`config.mk`:
```
export PLATFORM = sky130hd
export DESIGN_NAME = gauss_rand_feeder_flat
export DESIGN_NICKNAME = d
export VERILOG_FILES = /design/src/rtl/gauss_rand_feeder_pkg.sv /design/src/rtl/gauss_rand_feeder_if.sv /design/src/rtl/gauss_width_packer.sv /design/src/rtl/gauss_rand_feeder.sv /design/src/flat_wrapper.sv
export SDC_FILE = /design/constraint.sdc
export NUM_CORES = 1
export LEC_CHECK = 0
export CAP_MARGIN = 20
export CORE_MARGIN = 3
export CORE_UTILIZATION = 47
export DETAILED_ROUTE_END_ITERATION = 10
export PLACE_DENSITY = 0.85
export SKIP_LAST_GASP = 1
export SYNTH_ARGS = -nofsm -noshare
export SYNTH_HDL_FRONTEND = slang
export SYNTH_SLANG_ARGS = --single-unit
export TNS_END_PERCENT = 1
```
`constraint.sdc`:
```
create_clock -name clk -period 3.7 [get_ports clk]
set_clock_uncertainty 0.2 [all_clocks]
set_input_delay 0.37 -clock clk [delete_from_list [all_inputs] [get_ports clk]]
set_output_delay 0.37 -clock clk [all_outputs]
set_load 0.01 [all_outputs]
```
`src/rtl/gauss_rand_feeder_pkg.sv`:
```
// Shared constants, width helper and FSM encoding for the gauss sampler randomness feeder.
package gauss_pkg;

  localparam int RANDOM_WIDTH = 128;
  localparam int IN_WIDTH     = 64;
  localparam int PARALLELISM  = 4;
  localparam int N_COEFFS     = 256;
  localparam int TARGET       = N_COEFFS / PARALLELISM;
  localparam int BEATS        = RANDOM_WIDTH / IN_WIDTH;

  // Never returns 0 so the result is always usable as a vector width.
  function automatic int clog2(input int value);
    int r;
    r = 0;
    while ((32'sd1 <<< r) < value) r = r + 1;
    return (r == 0) ? 1 : r;
  endfunction

  localparam int BEAT_W = clog2(BEATS);
  localparam int CNT_W  = clog2(TARGET + 1);

  typedef enum logic [1:0] {
    IDLE  = 2'd0,
    FILL  = 2'd1,
    OFFER = 2'd2
  } state_e;

endpackage

```
`src/rtl/gauss_rand_feeder_if.sv`:
```
// Bundles the XOF input stream, the sampler random/sigma handshake and the sample strobe.
interface gauss_rand_feeder_if;
  import gauss_pkg::*;

  logic                    in_valid;
  logic                    in_ready;
  logic [IN_WIDTH-1:0]     in_data;
  logic                    random_valid;
  logic                    random_ready;
  logic [RANDOM_WIDTH-1:0] random_in;
  logic [7:0]              sigma;
  logic                    sample_valid;
  logic                    coeff_keep;

  modport master (
    input  in_valid, in_data, random_ready, sample_valid,
    output in_ready, random_valid, random_in, sigma, coeff_keep
  );

  modport slave (
    output in_valid, in_data, random_ready, sample_valid,
    input  in_ready, random_valid, random_in, sigma, coeff_keep
  );
endinterface

```
`src/rtl/gauss_width_packer.sv`:
```
// Assembles IN_WIDTH beats LSB-first into one RANDOM_WIDTH word; flush restarts at beat 0.
module gauss_width_packer
  import gauss_pkg::*;
(
  input  logic                    clk,
  input  logic                    rst_n,
  input  logic                    flush_i,
  input  logic                    beat_vld_i,
  input  logic [IN_WIDTH-1:0]     beat_dat_i,
  output logic                    last_beat_o,
  output logic [RANDOM_WIDTH-1:0] word_o
);

  logic [BEAT_W-1:0]       beat_q;
  logic [RANDOM_WIDTH-1:0] word_q;

  assign last_beat_o = (beat_q == BEAT_W'(BEATS - 1));
  assign word_o      = word_q;

  // Flush wins over a simultaneous beat so a terminated run leaves no stray half-word.
  always_ff @(posedge clk) begin
    if (!rst_n) begin
      beat_q <= '0;
      word_q <= '0;
    end else if (flush_i) begin
      beat_q <= '0;
    end else if (beat_vld_i) begin
      word_q[IN_WIDTH*beat_q +: IN_WIDTH] <= beat_dat_i;
      beat_q <= last_beat_o ? '0 : beat_q + BEAT_W'(1);
    end
  end

endmodule

```
`src/rtl/gauss_rand_feeder.sv`:
```
// Feeds packed XOF words and a held sigma to the sampler, counts samples and stops after one polynomial.
module gauss_rand_feeder
  import gauss_pkg::*;
(
  input  logic                clk,
  input  logic                rst_n,
  input  logic                start,
  input  logic [7:0]          sigma_cfg,
  gauss_rand_feeder_if.master bus,
  output logic                busy,
  output logic                done,
  output logic [CNT_W-1:0]    sample_count
);

  state_e           state_q;
  logic [7:0]       sigma_q;
  logic [CNT_W-1:0] count_q;
  logic [CNT_W-1:0] count_d;
  logic             done_q;
  logic             last_beat;
  logic             beat_acc;
  logic             count_inc;
  logic             terminate;

  assign beat_acc  = bus.in_valid && (state_q == FILL);
  assign count_inc = bus.sample_valid && (state_q != IDLE) && (count_q < CNT_W'(TARGET));
  assign count_d   = count_q + CNT_W'(1);
  assign terminate = count_inc && (count_d == CNT_W'(TARGET));

  assign bus.in_ready     = (state_q == FILL);
  assign bus.random_valid = (state_q == OFFER);
  assign bus.sigma        = sigma_q;
  assign bus.coeff_keep   = count_inc;
  assign busy             = (state_q != IDLE);
  assign done             = done_q;
  assign sample_count     = count_q;

  gauss_width_packer u_packer (
    .clk         (clk),
    .rst_n       (rst_n),
    .flush_i     ((state_q == IDLE) || terminate),
    .beat_vld_i  (beat_acc),
    .beat_dat_i  (bus.in_data),
    .last_beat_o (last_beat),
    .word_o      (bus.random_in)
  );

  always_ff @(posedge clk) begin
    if (!rst_n) begin
      state_q <= IDLE;
      sigma_q <= '0;
      count_q <= '0;
      done_q  <= 1'b0;
    end else begin
      done_q <= 1'b0;
      unique case (state_q)
        IDLE: begin
          if (start) begin
            sigma_q <= sigma_cfg;
            count_q <= '0;
            state_q <= FILL;
          end
        end
        FILL:    if (beat_acc && last_beat) state_q <= OFFER;
        OFFER:   if (bus.random_ready) state_q <= FILL;
        default: state_q <= IDLE;
      endcase
      if (count_inc) count_q <= count_d;
      // Reaching the target overrides any handshake progress made in the same cycle.
      if (terminate) begin
        state_q <= IDLE;
        done_q  <= 1'b1;
      end
    end
  end

endmodule

```
`src/flat_wrapper.sv`:
```
// flat-port wrapper written by rule: the top's interface ports become plain ports
module gauss_rand_feeder_flat import gauss_pkg::*;
  (clk, rst_n, start, sigma_cfg, busy, done, sample_count, bus_in_valid, bus_in_data, bus_random_ready, bus_sample_valid, bus_in_ready, bus_random_valid, bus_random_in, bus_sigma, bus_coeff_keep);
  gauss_rand_feeder_if bus_i ();
  input  logic clk;
  input  logic rst_n;
  input  logic start;
  input  logic [7:0] sigma_cfg;
  output logic busy;
  output logic done;
  output logic [CNT_W-1:0] sample_count;
  input wire logic [$bits(bus_i.in_valid)-1:0] bus_in_valid;
  input wire logic [$bits(bus_i.in_data)-1:0] bus_in_data;
  input wire logic [$bits(bus_i.random_ready)-1:0] bus_random_ready;
  input wire logic [$bits(bus_i.sample_valid)-1:0] bus_sample_valid;
  output wire logic [$bits(bus_i.in_ready)-1:0] bus_in_ready;
  output wire logic [$bits(bus_i.random_valid)-1:0] bus_random_valid;
  output wire logic [$bits(bus_i.random_in)-1:0] bus_random_in;
  output wire logic [$bits(bus_i.sigma)-1:0] bus_sigma;
  output wire logic [$bits(bus_i.coeff_keep)-1:0] bus_coeff_keep;
  assign bus_i.in_valid = bus_in_valid;
  assign bus_i.in_data = bus_in_data;
  assign bus_i.random_ready = bus_random_ready;
  assign bus_i.sample_valid = bus_sample_valid;
  assign bus_in_ready = bus_i.in_ready;
  assign bus_random_valid = bus_i.random_valid;
  assign bus_random_in = bus_i.random_in;
  assign bus_sigma = bus_i.sigma;
  assign bus_coeff_keep = bus_i.coeff_keep;
  gauss_rand_feeder u_core (.clk(clk), .rst_n(rst_n), .start(start), .sigma_cfg(sigma_cfg), .bus(bus_i), .busy(busy), .done(done), .sample_count(sample_count));
endmodule
```
==> results of run 1 <==
worst register-to-register path, stage by stage (launching register included):
cell and delay, ns:
dfxtp_1 0.50, ha_1 0.35, nand4_4 0.18, o21bai_4 0.19, buf_4 0.50, mux2i_1 0.33
worst min-delay path by stage:
stage,end,slack (ns),start,cells after the start
detailed placement,u_core.u_packer.word_o[33],0.25,u_core.u_packer.word_o[33],2
finish,u_core.u_packer.word_o[7],0.22,rst_n,3
global route,u_core.u_packer.word_o[3],0.25,rst_n,3
global placement,u_core.u_packer.word_o[67],0.24,u_core.u_packer.word_o[67],2
floorplan,u_core.u_packer.last_beat_o,0.27,u_core.u_packer.last_beat_o,2
CTS,u_core.u_packer.word_o[7],0.21,rst_n,3
per-stage QoR:
stage	worst slack [ns]	utilization	std cells
final	1.02	0.722	976
after global routing	0.925	0.722	976
after CTS	1.01	0.722	976
after detailed placement	1.02	0.677	947
after global placement	1.10	0.677	947
after floorplan	1.86	-	591
flip-flops by register name (all words and copies together), names as in the netlist:
signal	count
u_core.u_packer.word_o	128
u_core.state_q	2
u_core.done	1
u_core.u_packer.last_beat_o	1
u_core.bus.sigma	8
u_core.sample_count	7
final cells by class:
class                           instances  area share
Multi-Input combinational cell        400       0.293
Clock buffer                           24      0.0591
Clock inverter                          5     0.00324
Timing Repair Buffer                  231       0.272
Sequential cell                       147       0.346
Inverter                                5     0.00221
Tap cell                              164      0.0242
power groups by stage:
stage	logic (mW)	clock network [mW]	registers [mW]
2_1_floorplan	0.161	0	1.71
3_3_place_gp	0.359	0	1.69
3_5_place_dp	0.368	0	1.69
4_1_cts	0.373	1.56	1.66
5_1_grt	0.400	1.65	1.66
6_report	0.370	1.53	1.66
logic make-up (layout without fill, tap and decap cells):
family / Yosys count / in the layout / synth area share
flip-flops: 147 / 147 / 0.506
AND/OR/NAND/NOR: 239 / 239 / 0.167
AO/OA/AOI/OAI: 30 / 30 / 0.0319
multiplexers: 129 / 129 / 0.222
buffers and inverters: 44 / 265 / 0.0678
adder cells (fa/ha/maj): 2 / 2 / 0.00431
cells in the mapped netlist, types with 2 or more instances:
master / n
nand2_1: 211
dfxtp_1: 147
mux2i_1: 129
clkbuf_1: 23
a21oi_1: 16
buf_12: 14
nor2_1: 6
inv_1: 4
o21ai_0: 4
nand3_1: 3
nor2b_1: 3
nor3_1: 3
a211oi_1: 2
and2_1: 2
and3_1: 2
ha_1: 2
o21ai_2: 2
metal layers:
layer  vias to the layer above  share of wire  GRT usage
met5                         -              0          0
met4                         0          0.023     0.0956
met3                        34          0.095     0.0972
met2                       203           0.50      0.376
met1                      2256           0.38      0.241
li1                       2375              -          -
==> reports/metrics.cfg, run 1 <==
[status]
outcome=complete, no violations

[setup_path]
cp.buffers_inverters=3
end_kind=output pin
max_stage_delay_ns=0.58
cp.arrival_ns=2.11
worstSetupPathType=in -> out
slowest_stage=clkdlybuf4s50_1
critPathMaxFanout=6
path_delay_family=buffers and inverters
start_kind=input pin
reg2reg_to=u_core.u_packer.word_o[41]
reg2reg_depth=5
timing.rr.start=u_core.sample_count[0]
crit_end=bus_coeff_keep
path_common_cell=clkdlybuf4s50_1
cp.required_ns=3.13
crit_chain=clkdlybuf4s50_1, nor2b_1, nand2_1, inv_1, clkdlybuf4s50_1
ff2ff_setup_slack_ns=1.36
crit_start=bus_sample_valid
path_depth=5

[floorplanning]
dieArea_mm2=0.0137
start_util=0.494
die_w_um=117
io_pins=226
die_h_um=117
core.rowCount=39
core_area_mm2=0.0118

[drt]
via_count=4868
avgRoutedWirePerCell_um=15.5
finalWirelength_um=15200
drt_iter0_markers=295
drtPass1Iterations=4
ant_nets=0
vias_per_cell=4.99
drc_errors=0

[layout]
n_antenna_cell=0
layout_common_cells=clkdlybuf4s50_1, nand2_1, dfxtp_1, mux2i_1, clkbuf_16
syn_to_final_growth_pct=46.1
multiInputGateArea_mm2=0.00249
layout-drive-gt1-share=0.0542
fillers=871
regArea_mm2=0.00294
layout_commonest_cell=clkdlybuf4s50_1
stdcell_area_mm2=0.00849
final_nets=882

[timing]
fin_tns_setup_ns=0
hold-worst-slack_ns=0.222
finalSetupViolCount=0
max_freq_ghz=0.372
finalHoldViolations=0
worstMarginPinSlew_ns=0.607
rsz0062_at_grt=false
min_period_over_period=0.726
max_slew_margin=0.595
drv_slew=0
period_needed_ns=2.68

[power]
p_switching_uw=801
leakage_nw=3.91
ir_drop_uv=227
power.share.clock=0.431
swShare=0.225
p_int_mw=2.76
power_density_mw_per_mm2=419
p_seq_frac=0.465
p_comb_frac=0.104
fin_total_pwr_mw=3.56

[placement]
gp_congestion=0.852
port_buffers=225
place.detailed.hpwl_um=10800
placed_area_mm2=0.00796

[clocking]
cts_root_buf=clkbuf_16
post_cts_buffers=0
cts_resized=0
clkTransAtPathRegs_ns=0.06
holdBufCountCts=0
numCtsBuffers=17
clockBufferDepth=2
cts_max_level=4
cts_sinks=147
clk_latency_ns=0.42
tritoncts=done

[synthesis]
ys_types=35
syn_avg_cell_area_um2=9.83
synth_top_cell_by_area=dfxtp_1
ys.flop_type=dfxtp_1
syn-num-nets=671
yosysWarnings=0
synth_top_area_share=0.506
synth.area.top_cells=dfxtp_1, mux2i_1, nand2_1, buf_12, clkbuf_1
synth-edff-count=0
synth_seq_cells=147
ys_seq_area_frac=0.506
synth_cells=591
mappedNetlistArea_mm2=0.00581
async_reset_ff_frac=0

[worst_hold_path]
hold_path_class=in -> reg

[global_routing]
grt_pass1_wl_um=23600
antenna_found_initial=0
grt_start_max_net_pins=120
grt_pass1_vias=4927
grt_overflow=0
grt_util_all_layers=0.222

[flow_run]
cap_viol_max_count=0

Power figures use the tool's default switching activity.
==> run 2: changes to the inputs <==
--- a/config.mk
+++ b/config.mk
@@ -7,9 +7,9 @@
 export LEC_CHECK = 0
 export CAP_MARGIN = 20
 export CORE_MARGIN = 3
-export CORE_UTILIZATION = 47
+export CORE_UTILIZATION = 44
 export DETAILED_ROUTE_END_ITERATION = 10
-export PLACE_DENSITY = 0.85
+export PLACE_DENSITY = 0.81
 export SKIP_LAST_GASP = 1
 export SYNTH_ARGS = -nofsm -noshare
 export SYNTH_HDL_FRONTEND = slang
==> constraint.sdc (replaced) <==
create_clock -name clk -period 2.75 [get_ports clk]
set_clock_uncertainty 0.2 [all_clocks]
set_input_delay 0.275 -clock clk [delete_from_list [all_inputs] [get_ports clk]]
set_output_delay 0.275 -clock clk [all_outputs]
set_load 0.01 [all_outputs]
==> reports/metrics.cfg, run 2 (same netlist as run 1, synthesis figures left out) <==
[status]
outcome=complete, no violations  ; unchanged

[placement]
dpl_worst_slack_ns=0.336  ; was 1.02 ns
place.detailed.hpwl_um=10600  ; was 10800 um
placedCellCount=956  ; was 947
port_buffers=225  ; unchanged
gp_congestion=0.811  ; was 0.852

[timing]
finalSetupViolCount=0  ; unchanged
max_freq_ghz=0.406
finalHoldViolations=0  ; unchanged
layout_setup_ws_ns=0.288  ; was 1.02 ns
min_period_over_period=0.895
period_needed_ns=2.46
drv_slew=0  ; unchanged
fin_tns_setup_ns=0  ; unchanged
rsz0062_at_grt=false  ; unchanged
worstMarginPinSlew_ns=0.496  ; was 0.607 ns
max_slew_margin=0.660  ; was 0.595

[clocking]
cts_root_buf=clkbuf_16  ; unchanged
cts_sinks=147  ; unchanged
clk_latency_ns=0.41  ; was 0.42 ns
holdBufCountCts=0  ; unchanged
clockBufferDepth=2  ; unchanged
cts_resized=0  ; unchanged
cts_max_level=4  ; unchanged
clkTransAtPathRegs_ns=0.06  ; about the same
numCtsBuffers=17  ; unchanged
post_cts_buffers=0  ; unchanged
tritoncts=done  ; unchanged

[power]
power_density_mw_per_mm2=571  ; was 419 mW/mm2
ir_drop_uv=397  ; was 227 uV
leakage_nw=3.95  ; was 3.91 nW
fin_total_pwr_mw=4.90  ; was 3.56 mW

[global_routing]
grt_pass1_vias=4922  ; was 4927
grt_start_max_net_pins=106  ; was 120
grt_overflow=0  ; unchanged
antenna_found_initial=0  ; unchanged
grt_util_all_layers=0.204  ; was 0.222
grt_pass1_wl_um=23900  ; was 23600 um

[drt]
vias_per_cell=4.89  ; was 4.99
via_count=4825  ; was 4868
avgRoutedWirePerCell_um=15.0  ; was 15.5 um
finalWirelength_um=14800  ; was 15200 um
drtPass1Iterations=4  ; unchanged
drt_iter0_markers=260  ; was 295
drc_errors=0  ; unchanged
ant_nets=0  ; unchanged

[floorplanning]
die_h_um=121  ; was 117 um
die_w_um=121  ; was 117 um
dieArea_mm2=0.0146  ; was 0.0137 mm2
io_pins=226  ; unchanged
core.rowCount=41  ; was 39
start_util=0.455  ; was 0.494
core_area_mm2=0.0128  ; was 0.0118 mm2

[worst_hold_path]
min_path_cells=3  ; unchanged
hold_path_class=in -> reg  ; unchanged
holdPathEnd=u_core.u_packer.word_o[15]  ; was u_core.u_packer.word_o[7]
hp-start=rst_n  ; unchanged

[setup_path]
cp.arrival_ns=1.99  ; was 2.11 ns
end_kind=output pin  ; unchanged
reg2reg_to=u_core.u_packer.word_o[81]  ; was u_core.u_packer.word_o[41]
ff2ff_setup_slack_ns=0.58  ; was 1.36 ns
timing.rr.start=u_core.sample_count[0]  ; unchanged
worstSetupPathType=in -> out  ; unchanged
critPathMaxFanout=6  ; unchanged
reg2reg_depth=5  ; unchanged
cp.required_ns=2.28  ; was 3.13 ns
start_kind=input pin  ; unchanged

[layout]
multiInputGateArea_mm2=0.00249  ; unchanged
syn_to_final_growth_pct=47.7  ; was 46.1%
final_nets=883  ; was 882
layout-drive-gt1-share=0.0528  ; was 0.0542
largest_register_ff_count=128  ; unchanged
n_antenna_cell=0  ; unchanged
utilization=0.672  ; was 0.722
layout_commonest_cell=clkdlybuf4s50_1  ; unchanged
stdcell_count=986  ; was 976
regArea_mm2=0.00294  ; unchanged
layout_common_cells=clkdlybuf4s50_1, nand2_1, dfxtp_1, mux2i_1, clkbuf_16  ; unchanged
fillers=957  ; was 871

[flow_run]
cap_viol_max_count=0  ; unchanged

## run 2: worst max-delay path by stage
stage                                start                   endpoint  slack [ns]  cells past startpoint
detailed placement        bus_sample_valid             bus_coeff_keep        0.34                      5
global route              bus_sample_valid             bus_coeff_keep        0.20                      5
finish                    bus_sample_valid             bus_coeff_keep        0.29                      5
CTS                 u_core.sample_count[6]             bus_coeff_keep        0.31                      4
floorplan           u_core.sample_count[0]  u_core.u_packer.word_o[0]        0.91                      6
global placement          bus_sample_valid             bus_coeff_keep        0.36                      5
## run 2: routing by layer
layer | track usage | share of wire
met4 | 0.0829 | 0.017
met2 | 0.352 | 0.50
met3 | 0.0741 | 0.083
met5 | 0 | 0
met1 | 0.228 | 0.40
## run 2: area by class of cell
class | count | share of cell area
tap | 172 | 0.0251
multi-input combinational | 400 | 0.290
clock buffer | 24 | 0.0550
clock inverter | 6 | 0.00933
timing repair buffer | 232 | 0.276
sequential | 147 | 0.343
inverter | 5 | 0.00219
## run 2: critical path: stages
cell	delay, ns
clkdlybuf4s50_1	0.47
nor2b_1	0.32
nand2_1	0.15
inv_1	0.20
clkdlybuf4s50_1	0.57
## run 2: per-stage QoR
stage / hold WS (ns) / instance area [um2]
2_1_floorplan: 0.211 / 5810
3_3_place_gp: 0.242 / 8030
3_5_place_dp: 0.251 / 8030
4_1_cts: 0.0398 / 8580
5_1_grt: 0.0681 / 8580
6_report: 0.0590 / 8580
## run 2: where the power goes
part / switching, mW / internal, mW / leakage (nW)
logic: 0.225 / 0.277 / 2.48
clock network: 0.810 / 1.37 / 0.274
registers: 0.0349 / 2.19 / 1.19
